`src/rtl/w5_rom_rd_ctrl.sv`:
```
`default_nettype none
// ============================================================================
// Module   : w5_rom_rd_ctrl
// Brief    : Read sequencer for the F5 weight ROM. Streams a contiguous run of
//            ROM rows to the MAC array over valid/ready, hiding the ROM read
//            latency behind a credit-controlled output FIFO.
// Revision : 1.0 - initial release
// ============================================================================
module w5_rom_rd_ctrl #(
    parameter int ADDR_W     = 9,
    parameter int DATA_W     = 960,
    parameter int RD_LAT     = 1,
    parameter int FIFO_DEPTH = 4
) (
    input  logic              clk,
    input  logic              rst_n,
    input  logic              start,
    input  logic [ADDR_W-1:0] base_addr,
    input  logic [ADDR_W:0]   row_cnt,
    output logic              busy,
    output logic              done,
    output logic [ADDR_W-1:0] w5_raddr,
    input  logic [DATA_W-1:0] w5_rdata,
    output logic [DATA_W-1:0] wt_data,
    output logic              wt_valid,
    input  logic              wt_ready,
    output logic              wt_last
);

    localparam int c_PW = $clog2(FIFO_DEPTH);       // FIFO pointer width
    localparam int c_CW = $clog2(FIFO_DEPTH + 1);   // FIFO occupancy width
    localparam int c_OW = c_CW + 1;                 // occupancy + in-flight
    localparam int c_RW = ADDR_W + 1;               // remaining-row counter
    localparam logic [c_OW-1:0] c_DEPTH = c_OW'(FIFO_DEPTH);

    typedef enum logic [1:0] {
        S_IDLE  = 2'd0,
        S_RUN   = 2'd1,
        S_DRAIN = 2'd2
    } state_t;

    state_t              r_state;
    state_t              w_state_nxt;
    logic [c_RW-1:0]     r_remain;
    logic [ADDR_W-1:0]   r_raddr;
    logic [RD_LAT-1:0]   r_vld;
    logic [RD_LAT-1:0]   r_lst;
    logic [DATA_W-1:0]   r_mem [FIFO_DEPTH];
    logic [FIFO_DEPTH-1:0] r_mem_last;
    logic [c_PW-1:0]     r_wptr;
    logic [c_PW-1:0]     r_rptr;
    logic [c_CW-1:0]     r_cnt;
    logic                r_done;

    logic [c_CW-1:0]     w_inflight;
    logic [c_OW-1:0]     w_used;
    logic                w_credit;
    logic                w_push;
    logic                w_pop;
    logic                w_issue;
    logic                w_issue_last;
    logic                w_load;
    logic                w_zero;
    logic                w_fin;

    // Credit: FIFO occupancy plus reads still in the ROM pipe, no pop credit.
    always_comb begin
        w_inflight = '0;
        for (int i = 0; i < RD_LAT; i++) begin
            w_inflight = w_inflight + c_CW'(r_vld[i]);
        end
        w_used   = c_OW'(r_cnt) + c_OW'(w_inflight);
        w_credit = (w_used < c_DEPTH);
    end

    assign w_push   = r_vld[RD_LAT-1];
    assign wt_valid = (r_cnt != '0);
    assign wt_data  = r_mem[r_rptr];
    assign wt_last  = wt_valid & r_mem_last[r_rptr];
    assign w_pop    = wt_valid & wt_ready;
    assign busy     = (r_state != S_IDLE);
    assign done     = r_done;
    assign w5_raddr = r_raddr;

    // State register.
    always_ff @(posedge clk or negedge rst_n) begin
        if (!rst_n) r_state <= S_IDLE;
        else        r_state <= w_state_nxt;
    end

    // Next-state, command acceptance and read-issue decisions.
    always_comb begin
        w_state_nxt  = r_state;
        w_issue      = 1'b0;
        w_issue_last = 1'b0;
        w_load       = 1'b0;
        w_zero       = 1'b0;
        w_fin        = 1'b0;
        case (r_state)
            S_IDLE: begin
                if (start) begin
                    if (row_cnt != '0) begin
                        w_load      = 1'b1;
                        w_state_nxt = S_RUN;
                    end else begin
                        w_zero = 1'b1;
                    end
                end
            end
            S_RUN: begin
                if ((r_remain != '0) && w_credit) begin
                    w_issue = 1'b1;
                    if (r_remain == c_RW'(1)) begin
                        w_issue_last = 1'b1;
                        w_state_nxt  = S_DRAIN;
                    end
                end
            end
            S_DRAIN: begin
                if (w_pop && wt_last) begin
                    w_fin       = 1'b1;
                    w_state_nxt = S_IDLE;
                end
            end
            default: w_state_nxt = S_IDLE;
        endcase
    end

    // Address and remaining-row counters; address wraps at 2^ADDR_W.
    always_ff @(posedge clk or negedge rst_n) begin
        if (!rst_n) begin
            r_raddr  <= '0;
            r_remain <= '0;
        end else if (w_load) begin
            r_raddr  <= base_addr;
            r_remain <= row_cnt;
        end else if (w_issue) begin
            r_raddr  <= r_raddr + ADDR_W'(1);
            r_remain <= r_remain - c_RW'(1);
        end
    end

    // In-flight valid / last-row shift registers matching the ROM latency.
    always_ff @(posedge clk or negedge rst_n) begin
        if (!rst_n) begin
            r_vld <= '0;
            r_lst <= '0;
        end else begin
            r_vld <= (r_vld << 1) | RD_LAT'(w_issue);
            r_lst <= (r_lst << 1) | RD_LAT'(w_issue_last);
        end
    end

    // FIFO pointers, occupancy and the completion pulse.
    always_ff @(posedge clk or negedge rst_n) begin
        if (!rst_n) begin
            r_wptr <= '0;
            r_rptr <= '0;
            r_cnt  <= '0;
            r_done <= 1'b0;
        end else begin
            if (w_push) r_wptr <= r_wptr + c_PW'(1);
            if (w_pop)  r_rptr <= r_rptr + c_PW'(1);
            case ({w_push, w_pop})
                2'b10:   r_cnt <= r_cnt + c_CW'(1);
                2'b01:   r_cnt <= r_cnt - c_CW'(1);
                default: r_cnt <= r_cnt;
            endcase
            r_done <= w_fin | w_zero;
        end
    end

    // Row storage is not reset; reads are qualified by wt_valid.
    always_ff @(posedge clk) begin
        if (w_push) begin
            r_mem[r_wptr]      <= w5_rdata;
            r_mem_last[r_wptr] <= r_lst[RD_LAT-1];
        end
    end

    // Credit gating must make a push into a full FIFO impossible.
    a_no_overflow : assert property (@(posedge clk) disable iff (!rst_n)
        !(w_push && !w_pop && (r_cnt == c_CW'(FIFO_DEPTH))));

endmodule
`default_nettype wire

```
`config.mk`:
```
export PLATFORM = sky130hd
export DESIGN_NAME = w5_rom_rd_ctrl
export DESIGN_NICKNAME = d
export VERILOG_FILES = /design/src/rtl/w5_rom_rd_ctrl.sv
export SDC_FILE = /design/constraint.sdc
export NUM_CORES = 2
export LEC_CHECK = 0
export ABC_AREA = 1
export BUFFER_PORTS_ARGS = -buffer_cell sky130_fd_sc_hd__buf_2
export CORE_AREA = 10 10 750 752
export CTS_CLUSTER_SIZE = 30
export DETAILED_ROUTE_END_ITERATION = 16
export DIE_AREA = 0 0 760 762
export GPL_TIMING_DRIVEN = 0
export SYNTH_ARGS = -nofsm -noshare
export SYNTH_HDL_FRONTEND = slang
export SYNTH_SLANG_ARGS = --single-unit
```
`constraint.sdc`:
```
create_clock -name clk -period 62.8 [get_ports clk]
set_clock_uncertainty 0.15 [all_clocks]
set_input_delay 12.56 -clock clk [delete_from_list [all_inputs] [get_ports clk]]
set_output_delay 12.56 -clock clk [all_outputs]
set_load 0.05 [all_outputs]
```
======== After elaboration in Yosys (flattened, before gate mapping) ========
Memories as Yosys holds them, arrays and structs flattened.
Index checks and enable logic that the tools add are counted.
operators by class
  $add $sub $neg .......................... 7
  magnitude comparators ................... 4
  bitwise logic cells ..................... 3
  reduce and logical (&&, ||, !) cells .... 11
  equal/unequal tests ..................... 10
  mux-type cells .......................... 31
operator list
  operator                                                                      count
  10-bit 2-to-1 mux                                                             2
  10-bit nonzero test                                                           2
  9-bit 2-to-1 mux                                                              2
  1-bit 2-to-1 mux                                                              17
  10-bit by 1-bit == test with 1-bit output, second input constant              1
  2-bit 2-to-1 mux                                                              5
  2-bit != test, second input constant                                          5
  10-bit by 1-bit subtractor with 10-bit output, second input constant          1
  9-bit by 1-bit adder with 9-bit output, second input constant                 1
  2-bit by 3-bit less-than comparator with 1-bit output, second input constant  2
  2-bit one-hot mux with 3 select lines                                         1
  3-bit one-hot mux with 2 select lines                                         1
  2-bit nonzero test                                                            3
  5-bit AND reduction                                                           1
  2-bit by 1-bit adder with 2-bit output, second input constant                 2
  3-bit by 1-bit adder with 4-bit output                                        1
  4-bit bitwise mux                                                             1
  2-bit by 1-bit == test with 1-bit output, second input constant               2
  2-bit == test, second input constant                                          2
  4-bit by 3-bit less-than comparator with 1-bit output, second input constant  1
  3-bit by 1-bit adder with 3-bit output, second input constant                 1
  1-bit logical AND                                                             3
  3-bit nonzero test                                                            1
  3-bit by 1-bit subtractor with 3-bit output, second input constant            1
  other kinds (6)                                                               7
word-level totals
  memories kept ........................... 1
  register bits after elaboration ......... 35
  output and inout port bits .............. 973
  word-level logic and storage cells ...... 77
  bits of input ports ..................... 983
  memory bits (writable) .................. 3840
memories
  name   words  width  rd ports  clocked after Yosys merged registers in  write ports  RTL line  RTL
  r_mem  4      960    1         0                                        1            48        logic [DATA_W-1:0] r_mem [FIFO_DEPTH];

======== Depth between registers and ports, before layout ========
  depth after elaboration ................. 7
  depth in mapped cells ................... 10
  mapped depth without buffers ............ 10

======== Worst setup path before layout ========
No wires, ideal clock.
  kind .................................... reg2reg
  start point ............................. register r_wptr[0]
  end point ............................... memory r_mem[0][0] (enable)
  arrival time ............................ 19207 ps
  slack ................................... 42141 ps
  cell stages (with the launch flop) ...... 5
  data required time ...................... 61348 ps
  library setup time ...................... 1302 ps
  clock period less this slack ............ 20659 ps
  buffers on the path ..................... 0
  cells stage by stage .................... dfrtp_1 > inv_1 > ha_1 > nand2_1 > inv_1
RTL lines
  item                    RTL line  RTL
  from (decl)             50        logic [c_PW-1:0] r_wptr;
  from (signal assigned)  162       if (w_push) r_wptr <= r_wptr + c_PW'(1);
  to (decl)               48
No word-level cell before the write port.

======== Worst setup path after layout ========
  start point ............................. register r_rptr[1]
  end point ............................... output port wt_data[895]
between the ends
  word-level cells in the longest chain between the ends .. 1
RTL lines
  item                     RTL line  RTL
  from (decl)              51        logic [c_PW-1:0] r_rptr;
  from (signal assigned)   163       if (w_pop) r_rptr <= r_rptr + c_PW'(1);
  memory read 4 x 960 bit  n/a
  to (decl)                24        output logic [DATA_W-1:0] wt_data,
No other way between the ends.

==> impl_results.md <==
- Multi-input combinational cell area: 23900 um^2
- Post-CTS setup buffer count: 0
- H-tree levels: 5
- WL final: 647 mm
- Drt pass-1 iters: 6
- Commonest cells after routing, fill and taps aside: edfxtp_1 (3844), buf_2 (2168), nor2_1 (1947), o21ai_0 (1860), o22ai_1 (960)
- First-pass GRT wire length: 840 mm
- Area grow syn2layout: 23.7%
- CP Launch Type: register
- Tmin final: 18.59 ns
- CP Data Arrival Time: 5.88 ns
- Synth Warn #: 0
- CP required: 50.09 ns
- CTS Hold Bufs: 0
- Vias/cell: 4.92
- Die width: 760 um
- Yosys cell types: 28
- Clk sinks: 3875
- Post-synth top area cell: edfxtp_1
- Max cap viols: 1
- Synth Register Bits: 3875
- Total track usage: 0.211
- RSZ-0062 raised after global routing: false
- Max clock buf depth: 4
- Setup TNS: 0 ns
- Antenna violations before repair: 496
- Post-synthesis sequential area ratio: 0.811
- Number of I/O port buffers: 1955
- Placer Congestion: 0.997
- Gr ovfl total: 0
- Top cells by area, synth: edfxtp_1 (81%), o21ai_0 (6.5%), nor2_1 (5.1%)
- Vias in the first global route: 90988
- Core ar.: 547000 um^2
- Placement row count: 272
- Critical path type: register to primary output
- Routed len/inst: 32.6 um
- CTS tree: done
- # nets final: 12980
- Average size of a mapped cell: 15.0 um^2
- Worst slew pin tran: 1.49 ns
- Starting density of the core: 0.262
- Number of primary I/O pins: 1956
- Die height: 762 um
- Hold Path Cell Cnt: 1
- Outcome: finished with violations
- Final slew viol count: 1
- Clk Latency, worst-skew pair: 1.00 ns
- Net Count, Synth: 10568
- Hold WC Path Type: register to register
- Die area: 579000 um^2
- Post-synth EDFFs: 3844
- Register area: 116000 um^2
- Commonest non-fill, non-tap cell in the layout: edfxtp_1
- CP Capture Type: primary output
- Final setup violation count: 0
- Synthesized instance count: 9576
- Share of the synthesized area in the top cell type: 0.806
- Fill count: 53733
- Failing checks: capacitance limit, slew limit
- Worst-path fanout max: 13
- Fmax: 53.8 MHz
- Worst R2R Setup Slack: 58.49 ns
- R2R depth: 7
- Syn Std Cell Area: 143000 um^2
- Layout cells sized above 1: 0.233
- Share of synthesized registers carrying an async set or reset: 0.00800
- Final hold violations: 0
- Largest net degree at the start of global routing: 108
- Root Driver: clkbuf_16
- Rel. slew slack: -0.00158
- DRT antenna net count: 0
- Num CTS Buffers: 410
- Post-cts sizing count: 0
- Worst-path clk slew: 0.06 ns
- Tcrit/Tclk final: 0.296
- DR DRC count: 0
- Post-DP HPWL: 488 mm
- DRT iter0 DRCs: 11297
- Post-synth top flop: edfxtp_1
- Vias: 97791
[metal layers]
layer  vias to the layer above  track usage  part of all wire
li1                      41637            -                 -
met1                     48798        0.245              0.35
met5                         -            0            0.0022
met4                       224        0.114             0.066
met3                      1441       0.0957              0.13
met2                      5691        0.327              0.44
[stage by stage]
stage	instances	cell area, um^2	utilization	hold WS, ns	setup slack (ns)
after floorplan	9576	143000	-	0.305	42.14
after global placement	18792	162000	0.296	0.329	25.06
after detailed placement	18837	163000	0.298	0.346	45.07
after CTS	19585	176000	0.322	0.369	43.91
after global routing	19671	177000	0.323	0.384	44.10
final	19858	177000	0.324	0.366	44.21
[synthesized netlist by cell type (3+ instances only)]
library cell,n
buf_2,213
buf_4,44
buf_6,7
clkbuf_1,355
clkbuf_2,32
dfrtp_1,31
edfxtp_1,3844
ha_1,8
inv_1,30
inv_2,3
nand2_1,88
nand3_1,56
nand4_1,4
nor2_1,1947
o21ai_0,1862
o21ai_1,69
o22ai_1,960
xnor2_1,3
xor2_1,10
[worst paths after layout]
kind	start	endpoint
worst min-delay path	r_cnt[0]	r_cnt[0]
worst max register to register	r_vld	r_mem[2][743]
worst min register to register	r_cnt[0]	r_cnt[0]
max in group asynchronous	rst_n	r_lst
worst max-delay path	r_rptr[1]	wt_data[895]
min in group asynchronous	rst_n	w5_raddr[6]
[logic make-up (layout without fill, tap and decap cells)]
| kind of cell | count (synthesis) | count (layout) | synth area share |
|---|---|---|---|
| buffers and inverters | 685 | 3433 | 0.0216 |
| AND/OR/NAND/NOR | 2100 | 2100 | 0.0557 |
| XOR/XNOR | 13 | 13 | 0.000795 |
| adder cells (fa/ha/maj) | 9 | 9 | 0.000839 |
| other | 0 | 273 | 0 |
| flip-flops | 3875 | 3875 | 0.811 |
| AO/OA/AOI/OAI | 2894 | 2894 | 0.110 |
[worst max-delay path, stage by stage, from the launching register on]
cell and delay [ns]:
dfrtp_1 0.36, buf_4 0.36, inv_2 0.75, buf_4 0.65, buf_4 0.52, clkbuf_1 0.55, o21ai_0 0.20, o22ai_1 0.89
buf_2 0.43
[cell type report]
type / instances / share of cell area
clock inverters: 261 / 0.0141
flip-flops and latches: 3875 / 0.656
multi-input cells: 5016 / 0.135
inverters: 34 / 0.000904
diodes: 273 / 0.00386
well taps: 7261 / 0.0513
repair buffers: 2000 / 0.0621
plain buffers: 651 / 0.0168
clock buffers: 487 / 0.0599
[flip-flops by register name, summed over array words and instances, names as in the netlist]
signal,flops
r_mem,3840
r_remain,10
w5_raddr,9
r_mem_last,4
r_cnt,3
r_rptr,2
r_state,2
r_wptr,2
done,1
r_lst,1
r_vld,1
Power is left out: the tool's default activity adds up to more than one toggle a clock period on the data nets, which glitch-free logic cannot reach.
